### src/rtl/imm_encoder.sv
// Scatters a sign-extended immediate into an RV32 I/S/B/J instruction over InstrBase, flagging unrepresentable values.
// Latency 2 clk (S1 input reg + range check, S2 pack/output reg); 1 beat/clk; InReady falls only when both stages are stalled.
module imm_encoder #(
  parameter int Width     = 32,
  parameter int ERR_CNT_W = 8
) (
  input  logic                 clk,
  input  logic                 reset_n,
  input  logic                 InValid,
  output logic                 InReady,
  input  logic [1:0]           ImmSrc,
  input  logic [Width-1:0]     ImmExt,
  input  logic [31:0]          InstrBase,
  output logic                 OutValid,
  input  logic                 OutReady,
  output logic [31:0]          Instr,
  output logic                 RangeErr,
  output logic [ERR_CNT_W-1:0] ErrCount
);

  localparam logic [1:0] SRC_I = 2'b00;
  localparam logic [1:0] SRC_S = 2'b01;
  localparam logic [1:0] SRC_B = 2'b10;

  logic                 s1_vld_q, s1_vld_d;
  logic [1:0]           s1_src_q;
  logic [20:0]          s1_imm_q;
  logic [31:0]          s1_base_q;
  logic                 s1_err_q, s1_err_d;
  logic                 s2_vld_q, s2_vld_d;
  logic [31:0]          instr_q, instr_d;
  logic                 rerr_q;
  logic [ERR_CNT_W-1:0] err_cnt_q, err_cnt_d;

  logic s2_advance, in_fire, s1_move, out_fire;
  logic top_eq_11, top_eq_12, top_eq_20;

  assign s2_advance = !s2_vld_q || OutReady;
  assign InReady    = !s1_vld_q || s2_advance;
  assign in_fire    = InValid && InReady;
  assign s1_move    = s1_vld_q && s2_advance;
  assign out_fire   = s2_vld_q && OutReady;

  // Upper bits must all be copies of the format's sign bit.
  assign top_eq_11 = (&ImmExt[31:11]) || !(|ImmExt[31:11]);
  assign top_eq_12 = (&ImmExt[31:12]) || !(|ImmExt[31:12]);
  assign top_eq_20 = (&ImmExt[31:20]) || !(|ImmExt[31:20]);

  always_comb begin
    s1_err_d = 1'b0;
    case (ImmSrc)
      SRC_I, SRC_S: s1_err_d = !top_eq_11;
      SRC_B:        s1_err_d = !top_eq_12 || ImmExt[0];
      default:      s1_err_d = !top_eq_20 || ImmExt[0];
    endcase
  end

  always_comb begin
    s1_vld_d = s1_vld_q;
    if (in_fire)      s1_vld_d = 1'b1;
    else if (s1_move) s1_vld_d = 1'b0;
  end

  always_comb begin
    instr_d = s1_base_q;
    case (s1_src_q)
      SRC_I: instr_d[31:20] = s1_imm_q[11:0];
      SRC_S: begin
        instr_d[31:25] = s1_imm_q[11:5];
        instr_d[11:7]  = s1_imm_q[4:0];
      end
      SRC_B: begin
        instr_d[31]    = s1_imm_q[12];
        instr_d[30:25] = s1_imm_q[10:5];
        instr_d[11:8]  = s1_imm_q[4:1];
        instr_d[7]     = s1_imm_q[11];
      end
      default: begin
        instr_d[31]    = s1_imm_q[20];
        instr_d[30:21] = s1_imm_q[10:1];
        instr_d[20]    = s1_imm_q[11];
        instr_d[19:12] = s1_imm_q[19:12];
      end
    endcase
  end

  always_comb begin
    s2_vld_d = s2_vld_q;
    if (s2_advance) s2_vld_d = s1_vld_q;
  end

  always_comb begin
    err_cnt_d = err_cnt_q;
    if (out_fire && rerr_q && (err_cnt_q != {ERR_CNT_W{1'b1}}))
      err_cnt_d = err_cnt_q + 1'b1;
  end

  always_ff @(posedge clk or negedge reset_n) begin
    if (!reset_n) begin
      s1_vld_q  <= 1'b0;
      s1_src_q  <= 2'b00;
      s1_imm_q  <= '0;
      s1_base_q <= '0;
      s1_err_q  <= 1'b0;
      s2_vld_q  <= 1'b0;
      instr_q   <= '0;
      rerr_q    <= 1'b0;
      err_cnt_q <= '0;
    end else begin
      s1_vld_q  <= s1_vld_d;
      s2_vld_q  <= s2_vld_d;
      err_cnt_q <= err_cnt_d;
      if (in_fire) begin
        s1_src_q  <= ImmSrc;
        s1_imm_q  <= ImmExt[20:0];
        s1_base_q <= InstrBase;
        s1_err_q  <= s1_err_d;
      end
      if (s1_move) begin
        instr_q <= instr_d;
        rerr_q  <= s1_err_q;
      end
    end
  end

  assign OutValid = s2_vld_q;
  assign Instr    = instr_q;
  assign RangeErr = rerr_q;
  assign ErrCount = err_cnt_q;

endmodule

### config.mk
export PLATFORM = sky130hd
export DESIGN_NAME = imm_encoder
export DESIGN_NICKNAME = d
export VERILOG_FILES = /design/src/rtl/imm_encoder.sv
export SDC_FILE = /design/constraint.sdc
export NUM_CORES = 1
export LEC_CHECK = 0
export CAP_MARGIN = 0
export CORE_AREA = 8 8 107 109
export CTS_CLUSTER_SIZE = 16
export DETAILED_ROUTE_END_ITERATION = 16
export DIE_AREA = 0 0 115 117
export GPL_ROUTABILITY_DRIVEN = 0
export PLACE_DENSITY = 0.71
export SYNTH_ARGS = -nofsm -noshare
export SYNTH_HDL_FRONTEND = slang
export SYNTH_SLANG_ARGS = --single-unit
### constraint.sdc
create_clock -name clk -period 1.3 [get_ports clk]
set_input_delay 0.26 -clock clk [delete_from_list [all_inputs] [get_ports clk]]
set_output_delay 0.26 -clock clk [all_outputs]
set_load 0.01 [all_outputs]
==> reports/results.env <==
AREA_OF_COMBINATIONAL_CELLS_WITH_MULTIPLE_INPUTS_UM2=1844
MIN_PERIOD_OVER_PERIOD_PCT=112.6
SYNTH.NET_COUNT=370
FINAL_MAX_SLEW_VIOL_COUNT=0
GRT_PASS1_VIAS=3075
SEQ_AREA_FRAC_SYNTH_PCT=59.99
P_SW_uW=2563
IOPINCOUNT=113
WORST_EP_ARRIVAL_TIME_NS=1.70
P_SW_SHARE_PCT=28.48
CLOCK_TRANSITION_AT_THE_REGISTERS_OF_THE_REPORTED_PATHS_NS=0.09
FINALCLOCKSKEW_NS=0.006333
CTS_INSERTED_BUFFERS=9
WORST_SLEW_MARGIN_REL_PCT=71.95
DPL_CELL_AREA_UM2=5607
DRT_ITER0_MARKERS=73
POWER.DENSITY_nW_PER_UM2=1429
CP_DATA_REQUIRED_TIME_NS=1.54
TIMING.CRITICAL_PATH.FANOUT_MAX=4
UTILIZATION_PCT=63.56
MAX_SLEW.WORST_PIN.SLEW_NS=0.4201
GRT_FIRST_PASS_WIRELENGTH_UM=16130
PLACEMENTROWS=37
FIN_WORST_HOLD_SLACK_NS=0.3763
TIMING_WORST_SETUP_PATH_TYPE='flop to flop'
DETAIL-ROUTE-ANTENNA-NETS=0
SYNTH.AVG_CELL_AREA_UM2=13.01
TIMING.FINAL.CRIT_PERIOD_NS=1.464
CAP_VIOL_MAX_COUNT=0
GLOBAL_ROUTE.USAGE.TOTAL_PCT=15.37
PEAKVDDDROP_mV=0.6838
WL_MET1_UM=4545
WORST_SKEW_PAIR.LATE_LATENCY_NS=0.35
SYNTHDISTINCTLIBCELLS=29
TIMING.CRITICAL_PATH.TO_TYPE='flop'
CELLINTERNALPOWER_uW=6434
DRIVE_ABOVE_1_SHARE_PCT=41.45
YOSYS_REGISTER_BITS=92
CORE_REGION_AREA_UM2=9907
N_ANTENNA_CELL=0
ROUTED_VIA_DENSITY=4.796
RELATIVE_CONTRIBUTION_OF_THE_CLOCK_NETWORK_TO_TOTAL_POWER_PCT=23.2
CRITICAL_PATH.STARTPOINT_TYPE='flop'
FLOORPLAN.DIE_AREA_UM2=13460
TRITONCTS='done'
ROUTE.MET3.WL_UM=521
COMB_POWER_SHARE_PCT=34.1
YOSYS.AREA.TOP_TYPE_SHARE_PCT=59.99
RSZ0062_AT_GRT='yes'
DIE_HEIGHT_UM=117
FIN_NETS=538
WORST_HOLD_PATH_TYPE='primary input to async pin'
SYNTH_LARGEST_AREA_CELL='sky130_fd_sc_hd__dfrtp_1'
CTS_SINKS=92
MET2WIRELENGTH_UM=5022
SYNTHTOPCELLSBYAREA='sky130_fd_sc_hd__dfrtp_1, sky130_fd_sc_hd__mux2_2, sky130_fd_sc_hd__o21ai_0, sky130_fd_sc_hd__nand2_1, sky130_fd_sc_hd__mux2i_1'
HOLD_VIOLATIONS=0
DETAIL_ROUTE.DRC_VIOLATIONS=0
STDCELL_AREA_UM2=6297
FLOORPLAN.INITIALDENSITY_PCT=38.73
YOSYS_WARNINGS=0
FINAL_ROUTED_WIRELENGTH_UM=10240
VIAS=2897
FINALWORSTSETUPSLACK_NS=-0.1638
ROUTED_WIRE_LENGTH_PER_INSTANCE_UM=16.96
N_FILL_CELL=796
REGTOREGSETUPSLACK_NS=-0.16
CELL_AT_THE_ROOT_OF_THE_CLOCK_TREE='sky130_fd_sc_hd__clkbuf_8'
CHIPWIDTH_UM=115
SETUP_SLACK_AFTER_PLACEMENT_NS=-0.5435
HTREE_NUM_LEVELS=3
P_SEQ_SHARE_PCT=42.7
MAXIMUM_NUMBER_OF_PINS_ON_ONE_NET_BEFORE_GLOBAL_ROUTE_REPAIR=31
FLOW.AREA_GROWTH_FROM_SYNTHESIS_PCT=64.10
OUTCOME='finished with violations'
PORTBUFFERS=105
DR_TOP_LAYER='met4'
CTS.PATH.MAX_BUFFERS=2
STATIC-LEAKAGE-POWER_uW=0.002873
SYNTHESIS.INSTANCES=295
TIMING.FINAL.SETUP_VIOLATIONS=63
AREA.SEQUENTIAL_UM2=2305
INITIAL_ANTENNA_VIOLATION_COUNT=0
DP.FINAL_HPWL_UM=6988
FAILED_CHECKS='negative setup slack'
TOTALPOWERFINAL_uW=8997
CLOCK.FMAX_MHz=683.1
GRT_OVERFLOW_TOTAL=0
DRT-PASS1-ITER-COUNT=4
SUMMED_INSTANCE_AREA_OF_THE_SYNTHESIZED_NETLIST_UM2=3837
==> registers in the layout (all words and copies together), names as in the netlist <==
name       flops
s1_err_q       1
OutValid       1
ErrCount       8
Instr         32
s1_imm_q      21
s1_base_q     25
RangeErr       1
s1_src_q       2
s1_vld_q       1
==> layer usage <==
layer / GRT usage (%) / vias up
li1: - / 1389
met1: 19.21 / 1425
met2: 25.37 / 67
met3: 4.207 / 16
met4: 4.904 / 0
met5: 0 / -
==> cells by family (layout without fill, tap and decap cells) <==
logic type                 count (synthesis)  after routing  synth area share (%)
xor gates and xnor gates                   7              7                 1.598
AOI/OAI and AO/OA                         44             44                 6.521
and+or+nand+nor                           63             64                 8.282
DFF                                       92             92                 59.99
adders and majority gates                  5              5                 1.630
buffers and inverters                     15            187                 1.989
muxes                                     69             69                 19.99
==> critical path, cell delays in order (launching register included) <==
cell and delay (ns):
sky130_fd_sc_hd__dfrtp_1 0.38, sky130_fd_sc_hd__ha_2 0.21, sky130_fd_sc_hd__nand3_2 0.06, sky130_fd_sc_hd__o2111a_2 0.28, sky130_fd_sc_hd__buf_4 0.15, sky130_fd_sc_hd__mux2_4 0.29
==> per-stage QoR <==
step                std cells  setup TNS (ns)
finish                    604          -5.626
global route              604          -8.758
CTS                       595          -5.177
global placement          566          -33.68
detailed placement        566          -35.16
floorplan                 295          -5.259
==> timing repair <==
action | CTS | global route
hold buffers | 1 | 0
pin swaps | 28 | 15
endpoints found under the setup margin | 120 | 95
cloned | 6 | 2
setup buffers | 6 | 9
gates resized for setup | 146 | 63
hold endpoints to repair | 25 | 0
==> final timing paths <==
path                                         start                       end  depth (start not counted)
max                        ErrCount[1]$_DFFE_PN0P_   ErrCount[1]$_DFFE_PN0P_                          5
min                                        reset_n     Instr[23]$_DFFE_PN0P_                          2
max reg2reg                ErrCount[1]$_DFFE_PN0P_   ErrCount[1]$_DFFE_PN0P_                          5
min reg2reg                  Instr[17]$_DFFE_PN0P_     Instr[17]$_DFFE_PN0P_                          2
max in group asynchronous                  reset_n      Instr[5]$_DFFE_PN0P_                          3
min in group clk                        ImmExt[14]  s1_imm_q[14]$_DFFE_PN0P_                          2
==> cell type report <==
class	count	share of cell area, %
repair buffers	167	27.74
inverters	4	0.2384
clock inverters	5	1.192
well taps	136	2.702
flip-flops and latches	92	36.60
multi-input cells	189	29.29
clock buffers	11	2.245
==> cell usage after synthesis <==
cell / number
sky130_fd_sc_hd__o21a_1: 1
sky130_fd_sc_hd__nor2_1: 4
sky130_fd_sc_hd__or2_2: 1
sky130_fd_sc_hd__o22ai_1: 1
sky130_fd_sc_hd__nand3_1: 3
sky130_fd_sc_hd__a22o_1: 1
sky130_fd_sc_hd__mux2i_1: 8
sky130_fd_sc_hd__a21oi_1: 10
sky130_fd_sc_hd__a22oi_1: 6
sky130_fd_sc_hd__mux2_2: 61
sky130_fd_sc_hd__clkbuf_1: 3
sky130_fd_sc_hd__xnor2_1: 4
sky130_fd_sc_hd__buf_2: 4
sky130_fd_sc_hd__ha_1: 5
sky130_fd_sc_hd__and4_1: 2
sky130_fd_sc_hd__nor2b_1: 5
sky130_fd_sc_hd__nor4_1: 5
sky130_fd_sc_hd__dfrtp_1: 92
sky130_fd_sc_hd__nand3b_1: 2
sky130_fd_sc_hd__o21ai_0: 24
sky130_fd_sc_hd__xor2_1: 3
sky130_fd_sc_hd__and3_4: 1
sky130_fd_sc_hd__buf_4: 4
sky130_fd_sc_hd__nand4_1: 6
sky130_fd_sc_hd__inv_1: 4
sky130_fd_sc_hd__nand2_1: 30
sky130_fd_sc_hd__nand2b_1: 3
sky130_fd_sc_hd__or3_1: 1
sky130_fd_sc_hd__o2111a_2: 1
==> power by group through the flow <==
stage	Sequential [uW]	Clock, uW	Combinational, uW
final	3840	2080	3070
after global routing	3920	2250	3310
after CTS	3820	2130	2920
after detailed placement	3870	0	2830
after global placement	3850	0	2770
after floorplan	4010	0	1060
==> placed cells by master (no fill, tap or decap), types with 4 or more instances in the layout <==
cell type                         netlist  final
sky130_fd_sc_hd__a22oi_2                0      6
sky130_fd_sc_hd__buf_6                  0     15
sky130_fd_sc_hd__mux2i_1                8      8
sky130_fd_sc_hd__clkdlybuf4s15_1        0     28
sky130_fd_sc_hd__a21oi_1               10      4
sky130_fd_sc_hd__buf_4                  4     35
sky130_fd_sc_hd__buf_12                 0      9
sky130_fd_sc_hd__clkbuf_2               0      7
sky130_fd_sc_hd__mux2_2                61     14
sky130_fd_sc_hd__a21oi_2                0      6
sky130_fd_sc_hd__xnor2_1                4      4
sky130_fd_sc_hd__clkbuf_8               0     10
sky130_fd_sc_hd__dfrtp_1               92     90
sky130_fd_sc_hd__mux2_4                 0     47
sky130_fd_sc_hd__buf_16                 0      5
sky130_fd_sc_hd__o21ai_0               24      5
sky130_fd_sc_hd__dlygate4sd2_1          0     17
sky130_fd_sc_hd__nand2_1               30     27
sky130_fd_sc_hd__clkdlybuf4s50_1        0     43
sky130_fd_sc_hd__nand4_1                6      6
sky130_fd_sc_hd__o21ai_1                0     18
(Power assumes the default switching activity.)
==> variant 1, RTL diff (same settings) <==
Set the parameter `ERR_CNT_W` to 12 (it was 8).
--- a/src/rtl/imm_encoder.sv
+++ b/src/rtl/imm_encoder.sv
@@ -2,7 +2,7 @@
 // Latency 2 clk (S1 input reg + range check, S2 pack/output reg); 1 beat/clk; InReady falls only when both stages are stalled.
 module imm_encoder #(
   parameter int Width     = 32,
-  parameter int ERR_CNT_W = 8
+  parameter int ERR_CNT_W = 12
 ) (
   input  logic                 clk,
   input  logic                 reset_n,
Interface: changed (resized ErrCount); port bits go from 113 to 117. The function was not compared with the original's and may differ.
==> variant 1 against the original RTL <==
The flow still finishes with violations (negative setup slack). Utilization is 5.0 points higher. Cell area is 7.8% higher. Synthesized area up 5.8%. Routed wire length up 16%. Total power is 5.2% higher. Largest power group unchanged. Sequential cell count is 4 higher. Combinational power up 18%. Worst hold slack got worse by 0.072 ns. Setup slack got worse by 0.071 ns. Fmax decreased by 4.6%.
==> variant 1: results (changes against the original RTL) <==
number of instances in the placed design 599 (+5.8%); Compound-Gate Fraction of Synth Area 5.89% (-0.64 points); root buf cell clkbuf_8; Synth Area in Adders 1.54% (-0.089 points); post-synthesis mux area share 19.5% (-0.45 points); Final TNS setup -11.85 ns (-6.23 ns); via-per-instance ratio 4.97 (+3.5%); Worst path top cell family by delay flip-flops; top cells by area, synth dfrtp_1 (59%), mux2_1 (16%), o21ai_0 (2.8%); dpl hpwl 7850 um (+12%); failing checks negative setup slack; drt initial violations 115 (+58%); vias in the first global route 3486 (+13%); first-pass GRT wire length 17800 um (+10%); largest net degree at the start of global routing 37 (+19%); CP peak stage delay 0.40 ns (+0.02 ns); nets 575 (+6.9%); initial antenna violation count 0 (unchanged); Avg WL per Cell 18.5 um (+9.1%); Max transition margin 82.2% (+10 points); Commonest cells post-synth dfrtp_1 (96), mux2_1 (56), nand2_1 (28); Yosys warnings 0 (unchanged); share of cells above drive strength 1 47.1% (+5.7 points); Post-Syn Nets 389 (+5.1%); Leakage 3.17 nW (+10%); Post-Route Skew 0.0198 ns (+0.0135 ns); P_sw 3.06 mW (+20%); wirelength, routed 11900 um (+16%); htree depth 3 (unchanged); post-synthesis sequential area ratio 59.2% (-0.83 points); Post-Synth XOR/XNOR Area 2.16% (+0.56 points); # port buffers 109 (+3.8%); CP max FO 5 (+1); Cell variety after synth 34 (+17%); setup ws final -0.234 ns (-0.0705 ns); Setup-failing EPs final 79 (+25%); IR drop worst, VDD 0.000676 V (-1.1%); Clk pin slew, worst setup/hold paths 0.11 ns (+0.02 ns); gr usage total 17.3% (+2.0 points); Mean Syn Cell Area 12.9 um^2 (-0.60%); antenna cell count 0 (unchanged); status finished with violations; clock latency on the worst-skew pair 0.37 ns (+0.02 ns); Worst Path Arrival 1.79 ns (+0.09 ns)
==> variant 1: final cells by class <==
cell class,count,area (um^2)
well taps,136,170
inverters,3,16.3
clock inverters,7,53.8
flip-flops and latches,96,2410
clock buffers,9,124
repair buffers,187,1900
fillers,729,3120
multi-input cells,203,2120
==> variant 1: per-layer routing <==
metal  vias up  GRT usage (%)  share of wire (%)
met5         -              0                  0
met1      1586           21.0                 43
met4         0           7.62                2.6
met3        19           3.59                3.5
li1       1507              -                  -
met2        71           29.3                 51
==> variant 1: final timing paths <==
path / slack (ns) / endpoint / from / cells past startpoint
worst max-delay path: -0.23 / ErrCount[1] / ErrCount[1] / 5
worst min-delay path: 0.30 / Instr[16] / reset_n / 2
worst max register to register: -0.23 / ErrCount[1] / ErrCount[1] / 5
worst min register to register: 0.50 / Instr[16] / Instr[16] / 2
max in group asynchronous: 0.49 / ErrCount[3] / reset_n / 3
min in group clk: 0.37 / ErrCount[2] / OutReady / 4
==> variant 1: power groups by stage <==
stage | Sequential [mW] | Clock (mW) | Combinational [mW]
after floorplan | 4.16 | 0 | 1.16
after global placement | 3.98 | 0 | 2.94
after detailed placement | 4.02 | 0 | 3.03
after CTS | 3.99 | 1.87 | 3.33
after global routing | 4.09 | 2.03 | 3.85
final | 4.02 | 1.84 | 3.61
==> variant 1: per-stage QoR <==
step	setup WS (ns)	cell area, um^2	utilization, %
3_3_place_gp	-0.461	5940	59.9
3_5_place_dp	-0.477	5940	59.9
4_1_cts	-0.228	6550	66.1
2_1_floorplan	-0.268	4330	-
5_1_grt	-0.276	6790	68.5
6_report	-0.234	6790	68.5
==> variant 1: what timing repair did <==
action / 4_1_cts / 5_1_grt
pin swaps: 33 / 8
hold buffers: 1 / 0
setup buffers: 14 / 8
gates cloned: 4 / 4
setup endpoints to repair: 137 / 121
endpoints found under the hold margin: 16 / 0
gates resized for setup: 208 / 63
==> variant 1: cells by family after synthesis <==
kind of cell | count (synthesis)
AOI/OAI and AO/OA | 42
adders and majority gates | 5
DFF | 96
muxes | 71
xor gates and xnor gates | 10
buffers and inverters | 15
and+or+nand+nor | 75
==> variant 2, RTL diff (config.mk and constraints unchanged) <==
Made on the original files. Put one more register stage on the output `ErrCount`, with the module's reset. The value now appears one clock later. The other outputs are not delayed to match.
--- a/src/rtl/imm_encoder.sv
+++ b/src/rtl/imm_encoder.sv
@@ -126,7 +126,13 @@
   assign OutValid = s2_vld_q;
   assign Instr    = instr_q;
   assign RangeErr = rerr_q;
-  assign ErrCount = err_cnt_q;
+  always_ff @(posedge clk or negedge reset_n) begin
+    if (!reset_n) begin
+      ErrCount <= '0;
+    end else begin
+      ErrCount <= err_cnt_q;
+    end
+  end
 
 endmodule
 
Formal check against the unedited RTL: not equivalent (Yosys sat finds a counterexample within 4 cycles, from zero or initial values and one cycle with reset_n low).
==> variant 2 against the original RTL <==
The flow still finishes with violations (negative setup slack). Critical path depth grew 1. Highest routed layer unchanged. Critical endpoint is now err_cnt_q[3]. Sequential cell count grew 8. Final cell count shrank 0.33%. Total power grew 0.98%. Setup slack gained 0.0086 ns. Routed wire length grew 3.3%. Largest power group unchanged. Cell area grew 0.42%. Synthesized area grew 5.2%.
==> variant 2: results (changes against the original RTL) <==
status finished with violations; failing checks negative setup slack; IR drop worst, VDD 0.000747 V (+9.2%); Cell variety after synth 29 (unchanged); Crit. End Element flip-flop; largest net degree at the start of global routing 60 (+94%); clock latency on the worst-skew pair 0.35 ns (about the same); CTS resizes 156 (+6.8%); CP max FO 4 (unchanged); Cell Area, Placed 5620 um^2 (+0.16%); share of cells above drive strength 1 37.2% (-4.2 points); Worst setup SP type flip-flop; top cells by area, synth dfrtp_1 (62%), mux2_2 (17%), o21ai_0 (3.0%); Reg2Reg Launch Point err_cnt_q[0]; Levels on crit path 6 (+1); nets 535 (-0.56%); first-pass GRT wire length 16400 um (+1.5%); post-synthesis sequential area ratio 62.0% (+2.0 points); Internal Pwr Total 6.50 mW (+0.95%); Hold Slack 0.235 ns (-0.141 ns); drt initial violations 83 (+14%); P_sw 2.59 mW (+1.1%); vias in the first global route 3230 (+5.0%); initial antenna violation count 0 (unchanged); root buf cell clkbuf_8; Avg WL per Cell 17.6 um (+3.6%); GR Util met1 19.7% (+0.45 points); reg2reg end err_cnt_q[3]; fill cell count 800 (+0.50%); vias post-DR 2945 (+1.7%); Gate power share 32.0% (-2.1 points); gr usage total 15.7% (+0.37 points); Post-Syn Nets 378 (+2.2%); CP peak stage delay 0.40 ns (+0.02 ns); GRT met2 Usage 26.2% (+0.82 points); Max transition margin 79.1% (+7.1 points); dpl hpwl 7020 um (+0.46%); M3 GR Usage 3.03% (-1.2 points); P_seq 4.18 mW (+8.9%); Max Root-Sink Buffers 2 (unchanged); Post-Route Skew 0.00862 ns (+0.00229 ns); Worst path top cell family by delay flip-flops; Leakage 2.92 nW (+1.8%); Setup-failing EPs final 65 (+3.2%); cells on worst reg2reg path 6 (+1); # port buffers 105 (unchanged); Clk pin slew, worst setup/hold paths 0.10 ns; Commonest cells post-synth dfrtp_1 (100), mux2_2 (61), nand2_1 (30); setup ws final -0.155 ns (+0.00856 ns); Post CTS Setup Buffer Count 9 (+3)
[variant 2: changes by cell type in the layout (fill, tap and decap cells not counted), moves of 4 or more]
cell,before,now
buf_6,15,6
dfrtp_1,90,98
dlygate4sd2_1,17,23
o21ai_1,18,12
a21oi_1,4,9
a21oi_2,6,1
clkbuf_2,7,2
buf_16,5,1
clkdlybuf4s15_1,28,32
[variant 2: routing by layer]
metal	up-vias	share of wire, %
met2	78	50
li1	1394	-
met5	-	0
met1	1455	44
met3	18	4.0
met4	0	2.2
[variant 2: cells by family (layout without fill, tap and decap cells)]
kind of cell	count (synthesis)	count (layout)	share of synthesized area, %
flops	100	100	62.0
mux	69	69	19.0
simple gates	63	63	7.87
compound gates	44	44	6.20
buf+inv	15	177	1.89
xor+xnor	7	7	1.52
fa+ha+maj	5	5	1.55
other cells	0	1	0
[variant 2: how the worst min path moves through the flow]
stage	start	end
floorplan	reset_n	ErrCount[0]
global placement	reset_n	Instr[17]
detailed placement	reset_n	Instr[17]
CTS	reset_n	Instr[15]
global route	ImmExt[15]	s1_imm_q[15]
finish	reset_n	Instr[17]
[variant 2: stage by stage]
| step | std cells | setup slack [ns] | TNS, ns |
|---|---|---|---|
| 3_3_place_gp | 569 | -0.451 | -34.72 |
| 5_1_grt | 601 | -0.238 | -6.96 |
| 2_1_floorplan | 303 | -0.118 | -4.90 |
| 6_report | 602 | -0.155 | -3.50 |
| 4_1_cts | 599 | -0.160 | -4.71 |
| 3_5_place_dp | 569 | -0.497 | -36.21 |
[variant 2: layout make-up]
class	count	area (um^2)	area share [%]
Clock inverter	4	47.5	0.752
Multi-Input combinational cell	188	1830	28.9
Inverter	4	17.5	0.277
Tap cell	136	170	2.69
Sequential cell	100	2500	39.6
Clock buffer	12	155	2.45
Antenna cell	1	2.50	0.0396
Timing Repair Buffer	157	1600	25.3
